**src/rtl/i2s_frame_tx.sv**
```systemverilog
// rtl/i2s_frame_tx.sv - PCM word FIFO feeding a 1-bit-delay MSB-first I2S transmitter
module i2s_frame_tx #(
  parameter int WIDTH     = 16,
  parameter int DEPTH     = 8,
  parameter int BCLK_DIV  = 4,
  parameter int LOW_WATER = 2
) (
  input  logic                     clk,
  input  logic                     rst_n,
  input  logic [WIDTH-1:0]         in_data,
  input  logic                     in_valid,
  output logic                     in_ready,
  output logic                     bclk,
  output logic                     lrclk,
  output logic                     sdata,
  output logic                     need_data,
  output logic                     underrun,
  input  logic                     underrun_clr,
  output logic [$clog2(DEPTH):0]   fifo_level
);

  localparam int PTR_W  = $clog2(DEPTH);
  localparam int LVL_W  = PTR_W + 1;
  localparam int SLOTS  = 2 * WIDTH;
  localparam int SLOT_W = $clog2(SLOTS);
  localparam int HC_W   = $clog2(BCLK_DIV);

  // bit-clock divider
  logic [HC_W-1:0]    half_cnt;
  logic               half_tc;
  logic               fall_evt;

  // serializer
  logic [SLOT_W-1:0]  slot;
  logic [SLOT_W-1:0]  slot_next;
  logic               frame_end;
  logic [SLOTS-1:0]   frame;
  logic [SLOTS-1:0]   frame_src;
  logic               delay_bit;

  // word buffer
  logic [WIDTH-1:0]   mem [DEPTH];
  logic [PTR_W-1:0]   wr_ptr;
  logic [PTR_W-1:0]   rd_ptr;
  logic [LVL_W-1:0]   level;
  logic [LVL_W-1:0]   level_nxt;

  // frame-boundary decisions
  logic               load_evt;
  logic               have_pair;
  logic               pop;
  logic               starve;
  logic               push;

  assign half_tc   = (half_cnt == HC_W'(BCLK_DIV - 1));
  // a falling edge is a divider wrap while bclk is currently high
  assign fall_evt  = half_tc && bclk;
  assign frame_end = (slot == SLOT_W'(SLOTS - 1));
  assign slot_next = frame_end ? '0 : slot + SLOT_W'(1);

  assign load_evt  = fall_evt && frame_end;
  assign have_pair = (level >= LVL_W'(2));
  assign pop       = load_evt && have_pair;
  assign starve    = load_evt && !have_pair;

  assign in_ready   = (level < LVL_W'(DEPTH));
  assign push       = in_valid && in_ready;
  assign fifo_level = level;

  // frame used by this edge's shift: a fresh {L,R} pair, silence when starved, else the running frame
  always_comb begin
    frame_src = frame;
    if (pop) begin
      frame_src = {mem[rd_ptr], mem[rd_ptr + PTR_W'(1)]};
    end else if (starve) begin
      frame_src = '0;
    end
  end

  // occupancy after this cycle's push and pair pop
  always_comb begin
    level_nxt = level;
    if (push) begin
      level_nxt = level_nxt + LVL_W'(1);
    end
    if (pop) begin
      level_nxt = level_nxt - LVL_W'(2);
    end
  end

  // bit clock: toggle every BCLK_DIV system clocks
  always_ff @(posedge clk or negedge rst_n) begin
    if (!rst_n) begin
      half_cnt <= '0;
      bclk     <= 1'b0;
    end else if (half_tc) begin
      half_cnt <= '0;
      bclk     <= ~bclk;
    end else begin
      half_cnt <= half_cnt + HC_W'(1);
    end
  end

  // slot/word-select and data shift, all updated on bclk falling edges
  always_ff @(posedge clk or negedge rst_n) begin
    if (!rst_n) begin
      slot      <= '0;
      lrclk     <= 1'b0;
      sdata     <= 1'b0;
      delay_bit <= 1'b0;
      frame     <= '0;
    end else if (fall_evt) begin
      slot      <= slot_next;
      lrclk     <= (slot_next >= SLOT_W'(WIDTH));
      sdata     <= delay_bit;
      delay_bit <= frame_src[SLOTS-1];
      frame     <= {frame_src[SLOTS-2:0], 1'b0};
    end
  end

  // FIFO pointers and occupancy; pops always take a whole L/R pair
  always_ff @(posedge clk or negedge rst_n) begin
    if (!rst_n) begin
      wr_ptr <= '0;
      rd_ptr <= '0;
      level  <= '0;
    end else begin
      if (push) begin
        wr_ptr <= wr_ptr + PTR_W'(1);
      end
      if (pop) begin
        rd_ptr <= rd_ptr + PTR_W'(2);
      end
      level <= level_nxt;
    end
  end

  // FIFO storage; contents are meaningless once pointers reset
  always_ff @(posedge clk) begin
    if (push) begin
      mem[wr_ptr] <= in_data;
    end
  end

  // status flags: low-water request and sticky starvation flag (set beats clear)
  always_ff @(posedge clk or negedge rst_n) begin
    if (!rst_n) begin
      need_data <= 1'b1;
      underrun  <= 1'b0;
    end else begin
      need_data <= (level_nxt <= LVL_W'(LOW_WATER));
      if (starve) begin
        underrun <= 1'b1;
      end else if (underrun_clr) begin
        underrun <= 1'b0;
      end
    end
  end

endmodule

```
**config.mk**
```make
export PLATFORM = sky130hd
export DESIGN_NAME = i2s_frame_tx
export DESIGN_NICKNAME = d
export VERILOG_FILES = /design/src/rtl/i2s_frame_tx.sv
export SDC_FILE = /design/constraint.sdc
export NUM_CORES = 1
export LEC_CHECK = 0
export BUFFER_PORTS_ARGS = -buffer_cell sky130_fd_sc_hd__buf_2
export CORE_ASPECT_RATIO = 0.8
export CORE_MARGIN = 5
export CORE_UTILIZATION = 60
export DETAILED_ROUTE_END_ITERATION = 7
export PLACE_DENSITY = 0.89
export SETUP_SLACK_MARGIN = 0.2
export SLEW_MARGIN = 40
export SYNTH_ARGS = -nofsm -noshare
export SYNTH_HDL_FRONTEND = slang
export SYNTH_SLANG_ARGS = --single-unit
```
**constraint.sdc**
```tcl
create_clock -name clk -period 3.4 [get_ports clk]
set_clock_uncertainty 0.1 [all_clocks]
set_input_delay 0.68 -clock clk [delete_from_list [all_inputs] [get_ports clk]]
set_output_delay 0.68 -clock clk [all_outputs]
set_load 0.01 [all_outputs]
```
==> run summary, run 1 <==
Max-cap viol count: 0
CTS root buffer: clkbuf_16
Largest stage delay on the critical path: 550 ps
Slew Limit Fails: 0
CP Cell Sequence: ha_1 -> and3_1 -> ha_2 -> nand3_1 -> nor2b_1 -> xnor2_2 -> a211oi_1
Final worst path period share: 0.7640
Initial antenna violation count: 3
Worst Setup SP: slot[0]$_DFFE_PN0P_
CP endpoint kind: flop
First-pass GRT wire length: 22250 um
Sw Ratio: 0.2360
Final ANT Viol Nets: 0
# IOs: 30
Critical path's top delay family: simple AND/OR/NAND/NOR gates
Setup Fix Bufs, Post-CTS: 0
Core ar.: 11560 um2
FF+latch area: 5147 um2
Worst Tran Pin Value: 742.7 ps
Initial DRC count: 419
Bufs and invs on worst path: 0
CTS max path bufs: 2
Reg2reg path depth: 7
Psw: 1.169 mW
Critical path required time: 3610 ps
Nets: 490
Clock power frac: 0.421
GRT Total Usage: 0.2091
Layout area overhead: 13.82%
Fillers: 704
Clock transition at path regs: 70 ps
Final min period: 2598 ps
Grt ovf: 0
Setup Total Neg Slack: 0 ps
Syn_nets: 456
Worst Path Max Fanout: 24
Ant diodes: 0
Peak Freq: 0.3850 GHz
VDD IR-drop max: 0.4364 mV
Resized cells post-CTS: 0
Mean Syn Cell Area: 16.61 um2
Final GP Congestion: 0.7882
H-tree levels: 4
TritonCTS buffer count: 17
Cell area after synthesis: 7126 um2
Cell count after placement: 592
Max_slew headroom: 0.5049
DR vias: 3817
P per Cell Area: 610.7 nW/um2
Multi-input gate area in the final layout: 1863 um2
DRT Pass-1 Iters: 5
Via-to-Cell Ratio: 6.117
Commonest cells after routing, fill and taps aside: edfxtp_1, dfrtp_1, nand2_1
Worst r2r src: slot[0]$_DFFE_PN0P_
Finished Layout Cells: 624
Fin util: 0.7015
Sequential Power Share: 0.510
Netlist cell types: 34
DRC viols: 0
Rows: 35
FF+latch count, synth: 180
Synth async-reset ratio: 0.2889
Top_reg_cell synth: edfxtp_1
RSZ-0062 raised after global routing: false
IO buf count: 29
Slowest stage cell, crit path: nor2b_1
Mapped Cells: 429
Width of the die: 131.8 um
CTS Sinks: 180
Worst skew pair latency: 420 ps
Commonest non-fill, non-tap cell in the layout: edfxtp_1
Post-detail-place hpwl: 7957 um
Die Height: 107.5 um
TritonCTS clock tree: built
Initial Util: 0.6163
Crit path DAT: 2810 ps
Final Setup Violations: 0
Hold Buf Count CTS: 0
Fraction of layout cells with a size suffix above 1: 0.2521
Internal Power: 3.784 mW
YS warnings: 0
Final WL: 13900 um
Largest net degree at the start of global routing: 45
Gate power share: 0.069
Static leakage: 2.883 nW
Reg2reg end: need_data$_DFF_PN1_
Final Hold Viols: 0
Number of flops mapped to enable cells by yosys: 128
Vias in the first global route: 3988
Crit start category: flop
Post-synthesis sequential area ratio: 0.7222
CP Class: reg -> reg
Outcome: completed
Reg2Reg Setup Slack: 800 ps
Hold Crit Class: in -> async
Wire per inst: 22.27 um
DIE AREA: 14170 um2
## state kept, by name, summed over array words and instances, names as in the netlist
| name | cells |
|---|---|
| bclk | 1 |
| need_data | 1 |
| mem | 128 |
| rd_ptr | 2 |
| frame | 31 |
| delay_bit | 1 |
| sdata | 1 |
| half_cnt | 2 |
| slot | 4 |
| underrun | 1 |
| wr_ptr | 3 |
| fifo_level | 4 |
| lrclk | 1 |
## worst reg2reg max path, cell delays in order, from the launching register on
cell and delay (ps):
dfrtp_1 410, ha_1 200, and3_1 160, ha_2 480
nand3_1 160, nor2b_1 550, xnor2_2 120, a211oi_1 320
## cells in the mapped netlist, drive strengths merged, types with 2 or more instances
master,count,area share
buf,10,0.0074
nor2,9,0.0047
dfrtp,51,0.18
mux4,32,0.10
clkbuf,18,0.0095
a31oi,32,0.028
xor2,4,0.0049
edfxtp,128,0.54
ha,7,0.012
nor2b,33,0.029
nand2b,3,0.0026
inv,3,0.0016
xnor2,5,0.0072
nand3b,2,0.0021
mux2,5,0.0079
o21ai,36,0.025
nor3,2,0.0014
nand2,37,0.019
## power groups by stage
stage | logic [mW] | clock network [mW] | registers (mW)
final | 0.342 | 2.08 | 2.53
after global routing | 0.383 | 2.22 | 2.54
after CTS | 0.348 | 2.11 | 2.53
after detailed placement | 0.341 | 0 | 2.57
after global placement | 0.325 | 0 | 2.56
after floorplan | 0.197 | 0 | 2.57
## cells by family (layout without fill, tap and decap cells)
group                    count (synthesis)  after routing  synth area share
buffers and inverters                   31             78           0.01844
AO/OA/AOI/OAI                           72             72           0.05777
multiplexers                            38             38            0.1122
XOR/XNOR                                 9              9           0.01212
adder cells (fa/ha/maj)                  7              7           0.01229
AND/OR/NAND/NOR                         92             92           0.06497
flip-flops                             180            180            0.7222
## layout make-up
cell class                      instances  share of cell area
Multi-Input combinational cell        218              0.2297
Sequential cell                       180              0.6347
Tap cell                              148             0.02283
Timing Repair Buffer                   43             0.03240
Clock buffer                           17             0.05245
Inverter                                3            0.001388
Clock inverter                         15             0.02653
## per-stage QoR
| step | instance area [um2] | total power, mW | setup slack, ps | hold WS [ps] |
|---|---|---|---|---|
| finish | 8110 | 4.953 | 802.4 | 180.1 |
| global route | 8110 | 5.140 | 588.4 | 215.5 |
| global placement | 7470 | 2.887 | 973.1 | 319.9 |
| CTS | 8110 | 4.984 | 781.4 | 190.8 |
| detailed placement | 7470 | 2.912 | 866.7 | 332.8 |
| floorplan | 7126 | 2.763 | 565.1 | 284.4 |
## worst max-delay path by stage
| stage | slack, ps | endpoint | depth (start not counted) |
|---|---|---|---|
| floorplan | 570 | mem[0][0]$_DFFE_PP_ | 4 |
| global placement | 970 | need_data$_DFF_PN1_ | 7 |
| detailed placement | 870 | need_data$_DFF_PN1_ | 7 |
| CTS | 780 | need_data$_DFF_PN1_ | 7 |
| global route | 590 | need_data$_DFF_PN1_ | 7 |
| finish | 800 | need_data$_DFF_PN1_ | 7 |
## metal layers
layer  global-route usage  part of all wire
met5                    0            0.0028
met4              0.04919            0.0076
met3              0.05841             0.054
met2               0.3525              0.52
met1               0.2751              0.41
Power figures use the tool's default switching activity.
==> run 2: changes to the inputs <==
clock period = 2.5 ns   (was 3.4 ns; I/O delays follow)
==> run 2 against run 1 <==
Effect of this change: cell area is the same; clock power grew 26%; first-iteration DRC count is 7.6% lower; global-route usage is 0.40 points higher; sequential share of layout area is the same; combinational power grew 42%; die area did not move; total power grew 32%; sequential power increased by 36%; non-clock buffer count up 3; via count hardly changed; core utilization is the same; largest cell class unchanged.
==> run summary, run 2 (synthesis gave the netlist of run 1 again) <==
CP endpoint kind: flop (unchanged)
Largest net degree at the start of global routing: 67 (was 45)
Hold Crit Class: in -> reg (was in -> async)
Via-to-Cell Ratio: 6.086 (was 6.117)
Ant diodes: 0 (unchanged)
Grt ovf: 0 (unchanged)
Setup Fix Bufs, Post-CTS: 0 (unchanged)
CTS max path bufs: 2 (unchanged)
# IOs: 30 (unchanged)
Worst Path Max Fanout: 5 (was 24)
Static leakage: 2.873 nW (was 2.883 nW)
Worst Tran Pin Value: 517.1 ps (was 742.7 ps)
Nets: 493 (was 490)
Largest regs: mem: 128 flops, frame: 31 flops (unchanged)
Final WL: 14030 um (was 13900 um)
Outcome: completed (unchanged)
Width of the die: 131.8 um (unchanged)
Vias in the first global route: 4066 (was 3988)
GRT Total Usage: 0.2131 (was 0.2091)
Crit start category: flop (unchanged)
Initial antenna violation count: 1 (was 3)
IO buf count: 29 (unchanged)
DR vias: 3816 (was 3817)
Initial DRC count: 387 (was 419)
H-tree levels: 4 (unchanged)
Final worst slack: 395.1 ps (was 802.4 ps)
Wire per inst: 22.37 um (was 22.27 um)
Commonest cells after routing, fill and taps aside: edfxtp_1, dfrtp_1, nand2_1 (unchanged)
Layout area overhead: 13.82% (unchanged)
Clock transition at path regs: 70 ps (about the same)
Final ANT Viol Nets: 0 (unchanged)
Core ar.: 11560 um2 (unchanged)
Worst Setup Slack post-DPL: 212.9 ps (was 866.7 ps)
Post-detail-place hpwl: 7861 um (was 7957 um)
Setup Total Neg Slack: 0 ps (unchanged)
Die Height: 107.5 um (unchanged)
DRT Pass-1 Iters: 4 (was 5)
Max_slew headroom: 0.6553 (was 0.5049)
DIE AREA: 14170 um2 (unchanged)
Finished Layout Cells: 627 (was 624)
Max reg flops: 128 (unchanged)
TritonCTS buffer count: 17 (unchanged)
CTS root buffer: clkbuf_16 (unchanged)
DRC viols: 0 (unchanged)
RSZ-0062 raised after global routing: false (unchanged)
Final min period: 2105 ps (was 2598 ps)
Final Setup Violations: 0 (unchanged)
CTS Sinks: 180 (unchanged)
Final GP Congestion: 0.8103 (was 0.7882)
P per Cell Area: 807.2 nW/um2 (was 610.7 nW/um2)
Peak Freq: 0.4751 GHz (was 0.3850 GHz)
Final worst path period share: 0.8420 (was 0.7640)
Rows: 35 (unchanged)
Fraction of layout cells with a size suffix above 1: 0.2568 (was 0.2521)
VDD IR-drop max: 0.5534 mV (was 0.4364 mV)
Worst skew pair latency: 430 ps (was 420 ps)
Crit path DAT: 2340 ps (was 2810 ps)
Critical path required time: 2730 ps (was 3610 ps)
Initial Util: 0.6163 (unchanged)
Max-cap viol count: 0 (unchanged)
TritonCTS clock tree: built (unchanged)
Largest reg by FF count: mem (unchanged)
First-pass GRT wire length: 22430 um (was 22250 um)
Final Hold Viols: 0 (unchanged)
Commonest non-fill, non-tap cell in the layout: edfxtp_1 (unchanged)
CP Class: reg -> reg (unchanged)
Slew Limit Fails: 0 (unchanged)
Cell count after placement: 594 (was 592)
==> run 2: cell types whose count changed in the layout (fill, tap and decap cells not counted), moves of 2 or more <==
cell        previous run  this run
clkinvlp_4             1         4
bufinv_16              3         1
buf_12                 1         3
inv_6                  2         5
==> run 2: layout make-up <==
type | count | area (um2)
fill | 728 | 3451
sequential | 180 | 5147
clock inverter | 15 | 162.7
clock buffer | 17 | 425.4
timing repair buffer | 46 | 312.8
inverter | 3 | 11.26
multi-input combinational | 218 | 1866
tap | 148 | 185.2
==> run 2: what timing repair did <==
| action | 4_1_cts | 5_1_grt |
|---|---|---|
| setup endpoints to repair | 1 | 0 |
| hold buffers | 1 | 0 |
| gates resized for setup | 1 | 0 |
| hold endpoints to repair | 7 | 0 |
==> run 2: per-layer routing <==
layer | vias to the layer above | global-route usage | part of all wire
li1 | 1721 | - | -
met1 | 1952 | 0.2731 | 0.41
met2 | 124 | 0.3623 | 0.52
met3 | 17 | 0.06636 | 0.056
met4 | 2 | 0.04993 | 0.010
met5 | - | 0 | 0.00093
==> run 2: path summary, 6_finish.rpt <==
path,from,end,slack [ps],cells past startpoint
max in group asynchronous,rst_n,rd_ptr[1]$_DFFE_PN0N_,1330,3
hold / removal,underrun_clr,underrun$_DFFE_PN0P_,210,2
setup reg to reg,slot[1]$_DFFE_PN0P_,need_data$_DFF_PN1_,400,7
hold reg to reg,half_cnt[0]$_DFF_PN0_,half_cnt[0]$_DFF_PN0_,330,1
setup / recovery,slot[1]$_DFFE_PN0P_,need_data$_DFF_PN1_,400,7
min in group asynchronous,rst_n,wr_ptr[0]$_DFFE_PN0N_,360,2
==> run 2: worst max-delay path, cell delays in order, from the launching register on <==
cell      delay (ps)
dfrtp_1          410
ha_1             210
and3_1           170
ha_2             210
nand3_1          130
nor2b_2          390
xnor2_2          110
a211oi_1         280
==> run 2: through the flow <==
step	cell area (um2)	total power, mW	hold WS, ps	util
2_1_floorplan	7136	3.764	104.4	-
3_3_place_gp	7510	3.927	257.8	0.6496
3_5_place_dp	7510	3.976	267.9	0.6496
4_1_cts	8110	6.584	199.1	0.7015
5_1_grt	8110	6.775	198.4	0.7015
6_report	8110	6.546	212.5	0.7015
==> run 2: power by group <==
part	switching (mW)	leakage [nW]	total [mW]	internal [mW]
sequential	0.101	1.84	3.44	3.34
combinational	0.293	0.757	0.485	0.192
clock	1.21	0.276	2.62	1.42
==> run 3: changes to the inputs <==
ABC_AREA = 1   (was unset)
CORE_UTILIZATION = 55   (was 60)
PLACE_DENSITY = 0.86   (was 0.89)
clock period = 1.9 ns   (was 2.5 ns; I/O delays follow)
==> run 3 against run 2 <==
Effect of this change: via count increased by 35%; clock-buffer cell count unchanged; cell area increased by 8.8%; synthesized area increased by 1.5%; cell count increased by 38%; fmax increased by 12%.
==> run summary, run 3 <==
Static leakage: 3.549 nW (was 2.873 nW)
First-pass GRT wire length: 27140 um (was 22430 um)
CP endpoint kind: flop (unchanged)
YS warnings: 0 (unchanged)
Sw Ratio: 0.2334 (was 0.2446)
Setup Total Neg Slack: 0 ps (unchanged)
Max Used Layer: met4 (was met5)
Final min period: 1871 ps (was 2105 ps)
GRT Total Usage: 0.2259 (was 0.2131)
Crit path DAT: 2130 ps (was 2340 ps)
Reg2reg end: frame[4]$_DFFE_PN0P_ (was need_data$_DFF_PN1_)
Final Setup Violations: 0 (unchanged)
Sequential Power Share: 0.511 (was 0.525)
Largest stage delay on the critical path: 350 ps (was 410 ps)
Largest regs: mem: 128 flops, frame: 31 flops (unchanged)
Wire per inst: 19.92 um (was 22.37 um)
CTS max path bufs: 2 (unchanged)
Post-detail-place hpwl: 9538 um (was 7861 um)
DR vias: 5133 (was 3816)
Wl on met1: 6848 um (was 5783 um)
Crit start category: flop (unchanged)
Gate power share: 0.069 (was 0.074)
Hold Startpoint: underrun_clr (unchanged)
Slew Limit Fails: 0 (unchanged)
Max-cap viol count: 0 (unchanged)
Final Hold Viols: 0 (unchanged)
Mapped Cells: 622 (was 429)
Stages on worst setup path: 11 (was 7)
Finished Layout Cells: 865 (was 627)
Nets: 705 (was 493)
Reg2Reg Setup Slack: 30 ps (was 400 ps)
Most common cell in the netlist: edfxtp_1 (unchanged)
Clock power frac: 0.420 (was 0.401)
Max reg flops: 128 (unchanged)
FF+latch count, synth: 180 (unchanged)
Initial DRC count: 818 (was 387)
Critical path required time: 2160 ps (was 2730 ps)
Leading area contributor after synthesis: edfxtp_1 (unchanged)
CTS Sinks: 180 (unchanged)
Cell area after synthesis: 7231 um2 (was 7126 um2)
Final ANT Viol Nets: 0 (unchanged)
Final worst slack: 28.65 ps (was 395.1 ps)
DRT Pass-1 Iters: 5 (was 4)
IO buf count: 29 (unchanged)
Worst Tran Pin Value: 560.3 ps (was 517.1 ps)
TritonCTS clock tree: built (unchanged)
Width of the die: 138.2 um (was 131.8 um)
RSZ-0062 raised after global routing: true (was false)
Vias in the first global route: 5065 (was 4066)
Commonest non-fill, non-tap cell in the layout: edfxtp_1 (unchanged)
Critical path's top delay family: simple AND/OR/NAND/NOR gates (unchanged)
VDD IR-drop max: 0.7696 mV (was 0.5534 mV)
Largest net degree at the start of global routing: 53 (was 67)
Wire length on met2: 8611 um (was 7294 um)
Main area contributors after synthesis: edfxtp_1, dfrtp_1, nand2_1 (was edfxtp_1, dfrtp_1, mux4_2)
Worst Setup Slack post-DPL: -13.83 ps (was 212.9 ps)
Commonest cells in the netlist: edfxtp_1, nand2_1, nor2_1 (was edfxtp_1, dfrtp_1, nand2_1)
Commonest cells after routing, fill and taps aside: edfxtp_1, nand2_1, nor2_1 (was edfxtp_1, dfrtp_1, nand2_1)
Final GP Congestion: 0.8323 (was 0.8103)
Post-synth top area share: 0.5316 (was 0.5394)
Layout area overhead: 22.03% (was 13.82%)
Final worst path period share: 0.9849 (was 0.8420)
Internal Power: 6.579 mW (was 4.945 mW)
Placed instance area: 7740 um2 (was 7510 um2)
Cell count after placement: 815 (was 594)
Core ar.: 12870 um2 (was 11560 um2)
Via-to-Cell Ratio: 5.934 (was 6.086)
Rows: 37 (was 35)
Ant diodes: 0 (unchanged)
Syn_nets: 649 (was 456)
CP Class: reg -> reg (unchanged)
Slowest stage cell, crit path: dfrtp_1 (unchanged)
Fraction of layout cells with a size suffix above 1: 0.2420 (was 0.2568)
Grt ovf: 0 (unchanged)
Worst Path Max Fanout: 8 (was 5)
# IOs: 30 (unchanged)
Clock transition at path regs: 70 ps (about the same)
Max_slew headroom: 0.6225 (was 0.6553)
Mean Syn Cell Area: 11.62 um2 (was 16.61 um2)
Largest reg by FF count: mem (unchanged)
Hold Crit Class: in -> reg (unchanged)
Die Height: 112.6 um (was 107.5 um)
Peak Freq: 0.5344 GHz (was 0.4751 GHz)
Metal3 WL: 1323 um (was 790 um)
Number of flops mapped to enable cells by yosys: 128 (unchanged)
Netlist cell types: 27 (was 34)
P per Cell Area: 972.7 nW/um2 (was 807.2 nW/um2)
TritonCTS buffer count: 17 (unchanged)
DIE AREA: 15550 um2 (was 14170 um2)
Reg2reg path depth: 11 (was 7)
CP Cell Sequence: ha_2 -> inv_2 -> nor2_2 -> ha_2 -> inv_4 -> nor2_4 -> nand2_8 -> buf_12 -> clkinv_8 -> nand2_2 -> nand3_1 (was ha_1 -> and3_1 -> ha_2 -> nand3_1 -> nor2b_2 -> xnor2_2 -> a211oi_1)
Bufs and invs on worst path: 4 (was 0)
H-tree levels: 4 (unchanged)
Post-synthesis sequential area ratio: 0.7117 (was 0.7222)
CTS root buffer: clkbuf_16 (unchanged)
Top cell by count, worst path: ha_2
Final WL: 17230 um (was 14030 um)
Initial antenna violation count: 0 (was 1)
Final Cell Area: 8823 um2 (was 8110 um2)
Outcome: completed (unchanged)
Hold Crit Depth: 2 (unchanged)
Synth async-reset ratio: 0.2889 (unchanged)
Worst r2r src: slot[1]$_DFFE_PN0P_ (unchanged)
DRC viols: 0 (unchanged)
Worst Hold Path EP: underrun$_DFFE_PN0P_ (unchanged)
Fin util: 0.6856 (was 0.7015)
Worst skew pair latency: 440 ps (was 430 ps)
Psw: 2.003 mW (was 1.601 mW)
Top_reg_cell synth: edfxtp_1 (unchanged)
Initial Util: 0.5618 (was 0.6163)
## run 3: cell count changes after synthesis, sizes merged, moves of 26 or more
cell	previous run	this run
o22ai	1	27
o21ai	36	70
nand3	1	60
nand2	37	109
a31oi	32	1
nor2b	33	0
nor2	9	99
mux4	32	0
## run 3: final cells by class
type / instances / area (um2)
Sequential cell: 180 / 5149
Fill cell: 843 / 4046
Multi-Input combinational cell: 387 / 2095
Timing Repair Buffer: 65 / 593.1
Clock buffer: 17 / 425.4
Tap cell: 175 / 219.0
Clock inverter: 14 / 176.4
Inverter: 22 / 100.1
Timing Repair inverter: 5 / 66.31
## run 3: layer usage
metal	vias up	track usage
met5	-	0
met4	0	0.09019
met3	38	0.05579
met2	255	0.3670
met1	2550	0.2961
li1	2290	-
## run 3: per-stage QoR
step	power [mW]	hold WS [ps]
6_report	8.583	37.27
5_1_grt	8.868	30.60
4_1_cts	8.555	23.07
3_5_place_dp	4.967	295.0
3_3_place_gp	4.932	288.7
2_1_floorplan	4.760	-15.59
## run 3: worst max path at each step
stage,start,endpoint
5_1_grt,slot[0]$_DFFE_PN0P_,frame[4]$_DFFE_PN0P_
2_1_floorplan,fifo_level[3]$_DFF_PN0_,mem[1][0]$_DFFE_PP_
6_report,slot[1]$_DFFE_PN0P_,frame[4]$_DFFE_PN0P_
3_5_place_dp,slot[0]$_DFFE_PN0P_,need_data$_DFF_PN1_
3_3_place_gp,slot[0]$_DFFE_PN0P_,need_data$_DFF_PN1_
4_1_cts,slot[1]$_DFFE_PN0P_,frame[14]$_DFFE_PN0P_
## run 3: cell families (layout without fill, tap and decap cells)
group | count (synthesis) | count (layout) | share of synthesized area
simple gates | 270 | 270 | 0.1552
flops | 180 | 180 | 0.7117
compound gates | 108 | 108 | 0.08168
buf+inv | 55 | 123 | 0.03686
fa+ha+maj | 7 | 7 | 0.01211
xor+xnor | 2 | 2 | 0.002423
## run 3: timing repair
| action | 4_1_cts | 5_1_grt |
|---|---|---|
| buffers inserted | 8 | 4 |
| endpoints found under the hold margin | 51 | 0 |
| pin swaps | 11 | 23 |
| cloned | 5 | 1 |
| hold buffers | 1 | 0 |
| setup endpoints to repair | 54 | 103 |
| gates resized for setup | 28 | 46 |
## run 3: power by group through the flow
stage          combinational, mW  sequential, mW  clock, mW
2_1_floorplan              0.293            4.47          0
3_3_place_gp               0.472            4.46          0
3_5_place_dp               0.503            4.46          0
4_1_cts                    0.530            4.38       3.64
5_1_grt                    0.660            4.40       3.81
6_report                   0.593            4.39       3.60
